$ cat src/rtl/namuru_pkg.sv
// Namuru accumulator bank shared definitions.
// Register offsets, channel stride and helpers for the bank and its users.
package namuru_pkg;

  localparam logic [9:0] NAMURU_REG_STATUS      = 10'h000;
  localparam logic [9:0] NAMURU_REG_MASK        = 10'h004;
  localparam logic [9:0] NAMURU_REG_OVERRUN     = 10'h008;
  localparam logic [9:0] NAMURU_REG_INFO        = 10'h00C;
  localparam logic [9:0] NAMURU_REG_SHADOW_BASE = 10'h100;
  localparam logic [9:0] NAMURU_CH_STRIDE       = 10'h020;
  localparam int         NAMURU_NCH_MAX         = 8;

  function automatic logic [9:0] namuru_shadow_off(
    input int c,
    input int k
  );
    return NAMURU_REG_SHADOW_BASE
         + 10'(c) * NAMURU_CH_STRIDE
         + 10'(k * 4);
  endfunction

endpackage

$ cat src/rtl/namuru_accum_bank_if.sv
// Wishbone classic bus bundle for the accumulator bank.
// master drives the request; slave returns registered data and ack.
interface namuru_accum_bank_if;

  logic [31:0] wb_adr_i;
  logic [31:0] wb_dat_i;
  logic [3:0]  wb_sel_i;
  logic        wb_stb_i;
  logic        wb_cyc_i;
  logic        wb_we_i;
  logic [31:0] wb_dat_o;
  logic        wb_ack_o;

  modport master (
    output wb_adr_i, wb_dat_i, wb_sel_i,
    output wb_stb_i, wb_cyc_i, wb_we_i,
    input  wb_dat_o, wb_ack_o
  );

  modport slave (
    input  wb_adr_i, wb_dat_i, wb_sel_i,
    input  wb_stb_i, wb_cyc_i, wb_we_i,
    output wb_dat_o, wb_ack_o
  );

endinterface

$ cat src/rtl/namuru_irq_ctrl.sv
// STATUS/MASK/OVERRUN registers and the registered accumulation interrupt.
// Ports: clk/rst, dump set strobes, W1C/autoclear strobes, mask write, state out.
module namuru_irq_ctrl #(
  parameter int NCH = 4
) (
  input  logic           clk,
  input  logic           rst,
  input  logic [NCH-1:0] dump,
  input  logic [NCH-1:0] st_clr,
  input  logic [NCH-1:0] ov_clr,
  input  logic [NCH-1:0] ac_clr,
  input  logic           mask_we,
  input  logic [NCH-1:0] mask_d,
  output logic [NCH-1:0] status,
  output logic [NCH-1:0] mask,
  output logic [NCH-1:0] overrun,
  output logic           accum_int
);

  always_ff @(posedge clk) begin
    if (rst) begin
      status    <= '0;
      mask      <= '0;
      overrun   <= '0;
      accum_int <= 1'b0;
    end else begin
      // a dump beats any same-cycle clear
      status  <= (status & ~st_clr & ~ac_clr) | dump;
      // overrun looks at status before this cycle's clear
      overrun <= (overrun & ~ov_clr) | (dump & status);
      if (mask_we)
        mask <= mask_d;
      accum_int <= |(status & mask);
    end
  end

endmodule

$ cat src/rtl/namuru_accum_bank.sv
// N-channel accumulator dump bank with Wishbone classic slave and interrupt.
// Ports: sys_clk/sys_rst, dump strobes, packed acc_i, wb slave, accum_int.
module namuru_accum_bank
  import namuru_pkg::*;
#(
  parameter int NCH     = 4,
  parameter int NACC    = 4,
  parameter int ACC_W   = 16,
  parameter int AUTOCLR = 1
) (
  input  logic                      sys_clk,
  input  logic                      sys_rst,
  input  logic [NCH-1:0]            dump,
  input  logic [NCH*NACC*ACC_W-1:0] acc_i,
  namuru_accum_bank_if.slave        wb,
  output logic                      accum_int
);

  logic [7:0]       widx;
  logic [9:0]       offs;
  logic [2:0]       ci;
  logic [2:0]       ki;
  logic             is_sh;
  logic             req;
  logic             rd_req;
  logic             wr_req;
  logic [NCH-1:0]   st_clr;
  logic [NCH-1:0]   ov_clr;
  logic [NCH-1:0]   ac_clr;
  logic             mask_we;
  logic [NCH-1:0]   status;
  logic [NCH-1:0]   mask;
  logic [NCH-1:0]   overrun;
  logic [ACC_W-1:0] sh;
  logic signed [ACC_W-1:0] sh_s;
  logic signed [31:0]      sh_x;
  logic [31:0]      rd_data;
  logic             unused_ok;

  logic [ACC_W-1:0] shadow [NCH][NACC];

  assign widx  = wb.wb_adr_i[9:2];
  assign offs  = {widx, 2'b00};
  assign ci    = widx[5:3];
  assign ki    = widx[2:0];
  assign is_sh = widx[7:6] == NAMURU_REG_SHADOW_BASE[9:8];

  // ack in flight blocks the next request: held stb acks every 2nd cycle
  assign req    = wb.wb_stb_i & wb.wb_cyc_i & ~wb.wb_ack_o;
  assign rd_req = req & ~wb.wb_we_i;
  assign wr_req = req & wb.wb_we_i & wb.wb_sel_i[0];

  assign unused_ok = ^{wb.wb_adr_i[31:10], wb.wb_adr_i[1:0],
                       wb.wb_sel_i[3:1], wb.wb_dat_i[31:NCH]};

  always_ff @(posedge sys_clk) begin
    if (sys_rst) begin
      for (int c = 0; c < NCH; c++)
        for (int k = 0; k < NACC; k++)
          shadow[c][k] <= '0;
    end else begin
      for (int c = 0; c < NCH; c++)
        if (dump[c])
          for (int k = 0; k < NACC; k++)
            shadow[c][k] <= acc_i[(c*NACC+k)*ACC_W +: ACC_W];
    end
  end

  always_comb begin
    sh = '0;
    for (int c = 0; c < NCH; c++)
      for (int k = 0; k < NACC; k++)
        if (ci == 3'(c) && ki == 3'(k))
          sh = shadow[c][k];
  end

  assign sh_s = sh;
  assign sh_x = sh_s;

  always_comb begin
    rd_data = '0;
    unique case (1'b1)
      is_sh:
        rd_data = sh_x;
      offs == NAMURU_REG_STATUS:
        rd_data = 32'(status);
      offs == NAMURU_REG_MASK:
        rd_data = 32'(mask);
      offs == NAMURU_REG_OVERRUN:
        rd_data = 32'(overrun);
      offs == NAMURU_REG_INFO:
        rd_data = {8'd0, 8'(ACC_W), 8'(NACC), 8'(NCH)};
      default:
        rd_data = '0;
    endcase
  end

  always_comb begin
    st_clr  = '0;
    ov_clr  = '0;
    mask_we = 1'b0;
    if (wr_req) begin
      if (offs == NAMURU_REG_STATUS)
        st_clr = wb.wb_dat_i[NCH-1:0];
      if (offs == NAMURU_REG_OVERRUN)
        ov_clr = wb.wb_dat_i[NCH-1:0];
      mask_we = offs == NAMURU_REG_MASK;
    end
  end

  // reading the last accumulator of a channel consumes its new-data flag
  always_comb begin
    ac_clr = '0;
    if (AUTOCLR != 0 && rd_req && is_sh && ki == 3'(NACC-1))
      for (int c = 0; c < NCH; c++)
        if (ci == 3'(c))
          ac_clr[c] = 1'b1;
  end

  namuru_irq_ctrl #(
    .NCH (NCH)
  ) u_irq (
    .clk       (sys_clk),
    .rst       (sys_rst),
    .dump      (dump),
    .st_clr    (st_clr),
    .ov_clr    (ov_clr),
    .ac_clr    (ac_clr),
    .mask_we   (mask_we),
    .mask_d    (wb.wb_dat_i[NCH-1:0]),
    .status    (status),
    .mask      (mask),
    .overrun   (overrun),
    .accum_int (accum_int)
  );

  always_ff @(posedge sys_clk) begin
    if (sys_rst) begin
      wb.wb_ack_o <= 1'b0;
      wb.wb_dat_o <= '0;
    end else begin
      wb.wb_ack_o <= req;
      wb.wb_dat_o <= rd_req ? rd_data : '0;
    end
  end

endmodule

$ cat src/flat_wrapper.sv
// flat-port wrapper written by rule: the top's interface ports become plain ports
module namuru_accum_bank_flat import namuru_pkg::*;
#(
  parameter int NCH     = 4,
  parameter int NACC    = 4,
  parameter int ACC_W   = 16,
  parameter int AUTOCLR = 1
)
  (sys_clk, sys_rst, dump, acc_i, accum_int, wb_wb_adr_i, wb_wb_dat_i, wb_wb_sel_i, wb_wb_stb_i, wb_wb_cyc_i, wb_wb_we_i, wb_wb_dat_o, wb_wb_ack_o);
  namuru_accum_bank_if wb_i ();
  input  logic sys_clk;
  input  logic sys_rst;
  input  logic [NCH-1:0] dump;
  input  logic [NCH*NACC*ACC_W-1:0] acc_i;
  output logic accum_int;
  input wire logic [$bits(wb_i.wb_adr_i)-1:0] wb_wb_adr_i;
  input wire logic [$bits(wb_i.wb_dat_i)-1:0] wb_wb_dat_i;
  input wire logic [$bits(wb_i.wb_sel_i)-1:0] wb_wb_sel_i;
  input wire logic [$bits(wb_i.wb_stb_i)-1:0] wb_wb_stb_i;
  input wire logic [$bits(wb_i.wb_cyc_i)-1:0] wb_wb_cyc_i;
  input wire logic [$bits(wb_i.wb_we_i)-1:0] wb_wb_we_i;
  output wire logic [$bits(wb_i.wb_dat_o)-1:0] wb_wb_dat_o;
  output wire logic [$bits(wb_i.wb_ack_o)-1:0] wb_wb_ack_o;
  assign wb_i.wb_adr_i = wb_wb_adr_i;
  assign wb_i.wb_dat_i = wb_wb_dat_i;
  assign wb_i.wb_sel_i = wb_wb_sel_i;
  assign wb_i.wb_stb_i = wb_wb_stb_i;
  assign wb_i.wb_cyc_i = wb_wb_cyc_i;
  assign wb_i.wb_we_i = wb_wb_we_i;
  assign wb_wb_dat_o = wb_i.wb_dat_o;
  assign wb_wb_ack_o = wb_i.wb_ack_o;
  namuru_accum_bank #(.NCH(NCH), .NACC(NACC), .ACC_W(ACC_W), .AUTOCLR(AUTOCLR)) u_core (.sys_clk(sys_clk), .sys_rst(sys_rst), .dump(dump), .acc_i(acc_i), .wb(wb_i), .accum_int(accum_int));
endmodule
$ cat config.mk
export PLATFORM = sky130hd
export DESIGN_NAME = namuru_accum_bank_flat
export DESIGN_NICKNAME = d
export VERILOG_FILES = /design/src/rtl/namuru_pkg.sv /design/src/rtl/namuru_accum_bank_if.sv /design/src/rtl/namuru_irq_ctrl.sv /design/src/rtl/namuru_accum_bank.sv /design/src/flat_wrapper.sv
export SDC_FILE = /design/constraint.sdc
export NUM_CORES = 1
export LEC_CHECK = 0
export ABC_CLOCK_PERIOD_IN_PS = 4100
export BUFFER_PORTS_ARGS = -buffer_cell sky130_fd_sc_hd__buf_2
export CAP_MARGIN = 20
export CORE_MARGIN = 8
export CORE_UTILIZATION = 57
export DETAILED_ROUTE_END_ITERATION = 12
export GPL_TIMING_DRIVEN = 1
export MAX_ROUTING_LAYER = met4
export PLACE_DENSITY = 0.86
export SETUP_SLACK_MARGIN = 0.4
export SLEW_MARGIN = 15
export SYNTH_ARGS = -nofsm -noshare
export SYNTH_HDL_FRONTEND = slang
export SYNTH_SLANG_ARGS = --single-unit
$ cat constraint.sdc
create_clock -name sys_clk -period 4.1 [get_ports sys_clk]
set_input_delay 0.205 -clock sys_clk [delete_from_list [all_inputs] [get_ports sys_clk]]
set_output_delay 0.205 -clock sys_clk [all_outputs]
set_load 0.1 [all_outputs]
* Word level (Yosys, flattened, before mapping)
Memory sizes are Yosys's and may differ from the RTL's. Index checks and enable logic that the tools add are counted.
Word-level totals: memories kept 1, bits in writable memories 256, register bits 46
Memory list:
- u_core.shadow | depth 4, width 64, read ports 4, clocked after memory_dff 0, wr ports 4, line namuru_accum_bank.sv:40 | logic [ACC_W-1:0] shadow [NCH][NACC];
Operators by class: mux-type cells 57, equal/unequal tests 10, reduce and logical (&&, ||, !) cells 23, bitwise gates (word level) 34
Operators with widths (number):
- 2-to-1 mux 16 bit | 32
- one-hot mux 32 bit (5 select lines) | 1
- bitwise AND 4 bit | 5
- 2-to-1 mux 4 bit | 5
- 2-to-1 mux 1 bit | 19
- logical AND 1 bit | 18
- equality test 8 x 2 -> 1 bit, second input constant | 2
- OR 1 bit | 16
- equality test 3 x 2 -> 1 bit, second input constant | 4
- NOT 4 bit | 3
- zero test 10 bit | 1
- equality test 8 x 1 -> 1 bit, second input constant | 1
- OR 4 bit | 2
- equality test 3 x 1 -> 1 bit, second input constant | 2
- zero test 3 bit | 2
- bitwise AND 1 bit | 5
- OR reduction 4 bit | 1
- NOT 1 bit | 3
- equality test 2 x 1 -> 1 bit, second input constant | 1
- OR reduction 2 bit | 1

* Depth between registers and ports, before layout
depth after elaboration 19, gate-level depth with buffers 9

* Modules after synthesis
A second synthesis with hierarchy kept.
Second synthesis, totals: cell total of the unflattened synthesis 1042, area total of the unflattened synthesis 13065.0 um^2
By module, submodules not included:
- namuru_accum_bank | cells each 992, sequential area each 8047.7 um^2, area an instance 12578.3 um^2, times used 1
- namuru_irq_ctrl | cells each 50, sequential area each 260.2 um^2, area an instance 486.7 um^2, times used 1

* Least setup slack after synthesis
OpenSTA, ideal clock, no wires.
kind reg-to-reg, start reg u_core.wb.wb_ack_o, end reg u_core.wb.wb_dat_o[5], cell stages (with the launch flop) 9, required time 4.026 ns, setup slack 1.864 ns, data arrival time 2.161 ns, setup time 0.074 ns, cell sequence dfxtp_1 -> nand3b_1 -> nor2_1 -> or4b_1 -> buf_4 -> nor2_8 -> buf_8 -> o221ai_2 -> a31oi_2
On the way: cells in the longest elaborated chain, start to end 5
RTL lines:
- start: declaration | line namuru_accum_bank_if.sv:23 | output wb_dat_o, wb_ack_o
- start signal: assignment | line namuru_accum_bank.sv:142 | wb.wb_ack_o <= req;
- NOT 1 bit | line namuru_accum_bank.sv:49 | assign req = wb.wb_stb_i & wb.wb_cyc_i & ~wb.wb_ack_o;
- bitwise AND 1 bit | line namuru_accum_bank.sv:49
- bitwise AND 1 bit | line namuru_accum_bank.sv:50 | assign rd_req = req & ~wb.wb_we_i;
- NOT 1 bit (no source line)
- OR reduction 2 bit (no source line)
- end signal: assignment | line namuru_accum_bank.sv:143 | wb.wb_dat_o <= rd_req ? rd_data : '0;
- end: declaration | line namuru_accum_bank_if.sv:23
Every way passes these cells. A chain may end at the register's enable or synchronous reset.

* Worst setup path in the final report
start in wb_wb_adr_i[5], end reg u_core.u_irq.status[3]
On the way: cells in the longest elaborated chain, start to end 7, elaborated cells on any way between the ends 11, classes of those cells eq/ne (1); mux (4); bitwise (5); reduce/logical (1)
RTL lines:
- start: declaration | line flat_wrapper.sv:16 | input wire logic [$bits(wb_i.wb_adr_i)-1:0] wb_wb_adr_i;
- zero test 10 bit | line namuru_accum_bank.sv:103 | if (offs == NAMURU_REG_STATUS)
- 2-to-1 mux 4 bit | line namuru_accum_bank.sv:103
- 2-to-1 mux 4 bit | line namuru_accum_bank.sv:102 | if (wr_req) begin
- NOT 4 bit | line namuru_irq_ctrl.sv:28 | status <= (status & ~st_clr & ~ac_clr) | dump;
- bitwise AND 4 bit | line namuru_irq_ctrl.sv:28
- bitwise AND 4 bit (*) | line namuru_irq_ctrl.sv:28
- OR 4 bit (*) | line namuru_irq_ctrl.sv:28
- end signal: assignment | line namuru_irq_ctrl.sv:28
- end: declaration | line namuru_irq_ctrl.sv:14 | output logic [NCH-1:0] status,
Mark *: on every way between the ends. The rest lies on a longest branch, timed or not.

==> reports/qor.csv <==
metric,value,unit
Longest Clk Path Bufs,3,
Synth area leader,edfxtp_1,
ys async rst share,0,%
clk root buf,clkbuf_16,
required time of the critical path,4.53,ns
Final min period,2.32,ns
CP Class,in2reg,
predominant post-synthesis flop cell,edfxtp_1,
endpoints failing setup,0,
CP Data Arrival Time,2.75,ns
Setup WS post-layout,1.78,ns
Slew headroom,29.1,%
hpwl dp,28000,um
Syn Inst Count,1069,
clock skew,0.0146,ns
port buffer count,311,
largest net degree at the start of global routing,87,
initial antenna violation count,6,
fin cells,1956,
grt ovf,0,
Post-Syn Area per Cell,12.4,um2
GRT Util Overall,34.4,%
slowest CP cell,nor4_1,
first-pass GRT wire length,71900,um
top cell type's share of synthesized area,57.8,%
final wirelength,48800,um
drt pass-1 iters,6,
"Core Util, Final",80.2,%
Max Clk Rate,430,MHz
crit start category,input pin,
"slowest stage delay, CP",0.65,ns
cts bufs inserted,29,
worst vdd ir,0.306,mV
Seq cells post-synth,287,
final setup TNS,0,ns
CTS tree,built,
# clock sinks,287,
Vias,11600,
full die area,28500,um2
LEAKAGE,7.49,nW
H-tree Lvls,1,
layout overhead on the synthesized area,39.9,%
Starting Density,57.3,%
most frequent CP cell,nand2_1,
vias per cell,5.95,
Fin. Hold Viols,0,
critical path endpoint category,flop,
Die X,169,um
row count,56,
clock-pin slew on the worst setup and hold paths,0.06,ns
"most common cell after layout, fill and taps aside",buf_2,
vias in the first global route,12300,
Cells after DPL,1632,
Skew-Pair Late Insertion Delay,0.57,ns
number of setup buffers added after CTS,0,
crit-path max FO,19,
Routed WL per cell,25.0,um
RSZ-0062 raised after global routing,no,
Synth area leaders,"edfxtp_1, and2_1, dfxtp_1",
crit path cell chain,"buf_2, nor4_4, buf_4, nand2_1, nor4_1, nand2_1, a31oi_1, dlygate4sd3_1, nor2_1",
dpl ws,1.28,ns
number of synthesized flops with an enable pin,256,
Worst Hold Class,in2reg,
status,completed,
post-route ant nets,0,
yosys warns,0,
Remaining DRCs,0,
"commonest non-fill, non-tap cells in the layout","buf_2, dlygate4sd3_1, and2_1",
Die Y,169,um
sequential share of the synthesized area,62.5,%
Final Max Tran Viols,0,
routability cong.,0.896,
# IOs,367,
worst-margin pin slew,1.06,ns
Tot Pwr,7.04,mW
total core area,23200,um2
Synth Cell Area,13300,um2
Max Cap Viol,0,
Pwr Density,378,nW/um2
drt first-iter violations,1500,
Cell variety after synth,64,
layout cells sized above 1,26.4,%
Nets,1941,
Synth Net Count,1402,
period utilization,56.7,%
[critical path, delay by kind of cell]
family                 cells  cell delay, ns
AO/OA/AOI/OAI              1            0.17
AND/OR/NAND/NOR            5            1.27
buffers and inverters      3            1.10
[kinds of logic after synthesis]
family,Yosys count,synth area share (%)
buffers and inverters,94,3.41
flip-flops,287,62.5
AO/OA/AOI/OAI,208,10.1
AND/OR/NAND/NOR,434,18.7
multiplexers,46,5.23
[where the power goes]
part           switching, mW  total [mW]  internal, mW
registers             0.0956        3.54          3.44
clock network           1.20        2.63          1.43
logic                  0.428       0.870         0.442
[final timing paths]
| check | startpoint | end | slack, ns | cells after the start |
|---|---|---|---|---|
| worst max-delay path | wb_wb_adr_i[5] | u_core.u_irq.status[3] | 1.78 | 9 |
| worst min-delay path | dump[2] | u_core.u_irq.status[2] | 0.03 | 3 |
| worst max register to register | u_core.wb.wb_ack_o | u_core.wb.wb_dat_o[11] | 1.88 | 6 |
| worst min register to register | u_core.u_irq.mask[0] | u_core.u_irq.mask[0] | 0.49 | 2 |
[metal layers]
layer / global-route usage, % / part of all wire [%] / vias up
met5: - / 0 / -
met4: 20.7 / 6.7 / 0
met3: 5.73 / 9.2 / 233
met2: 58.6 / 51 / 930
met1: 37.6 / 33 / 5496
li1: - / - / 4971
[registers in the layout (all words and copies together) (netlist names)]
register                count
u_core.wb.wb_dat_o         17
u_core.wb.wb_ack_o          1
u_core.shadow             256
u_core.u_irq.overrun        4
u_core.u_irq.accum_int      1
u_core.u_irq.mask           4
u_core.u_irq.status         4
[layout make-up]
cell class / count / area [um2]
fill: 1280 / 4600
inverter: 3 / 11.3
clock buffer: 38 / 790
antenna: 6 / 15.0
clock inverter: 16 / 128
tap: 319 / 399
timing repair buffer: 599 / 4380
multi-input combinational: 688 / 4560
sequential: 287 / 8310
[metrics by stage]
step,hold WS [ns],instance area (um2)
after floorplan,0.285,13300
after global placement,0.464,15000
after detailed placement,0.482,15000
after CTS,0.00820,18600
after global routing,0.0238,18600
final,0.0264,18600
[cells in the mapped netlist (all sizes together) (2+ instances only)]
library cell,count
a211oi,9
a21oi,46
a221oi,9
a22oi,16
a2bb2oi,3
a31oi,13
a32o,3
a32oi,2
and2,260
buf,44
clkbuf,47
clkinv,2
dfxtp,31
edfxtp,256
mux2,7
mux2i,21
mux4,18
nand2,66
nand2b,9
nand3,13
nor2,42
nor2b,11
nor3,13
nor3b,3
nor4,3
nor4b,2
o2111ai,2
o211ai,4
o21ai,58
o221ai,7
o22a,2
o22ai,14
o2bb2ai,4
o311a,2
o31ai,2
o32ai,2
or2,7
or4b,2
[timing repair]
action,4_1_cts,5_1_grt
hold buffers,264,0
hold endpoints to repair,266,0
gates resized for setup,0,0
endpoints found under the setup margin,0,0
(Power assumes the default switching activity.)
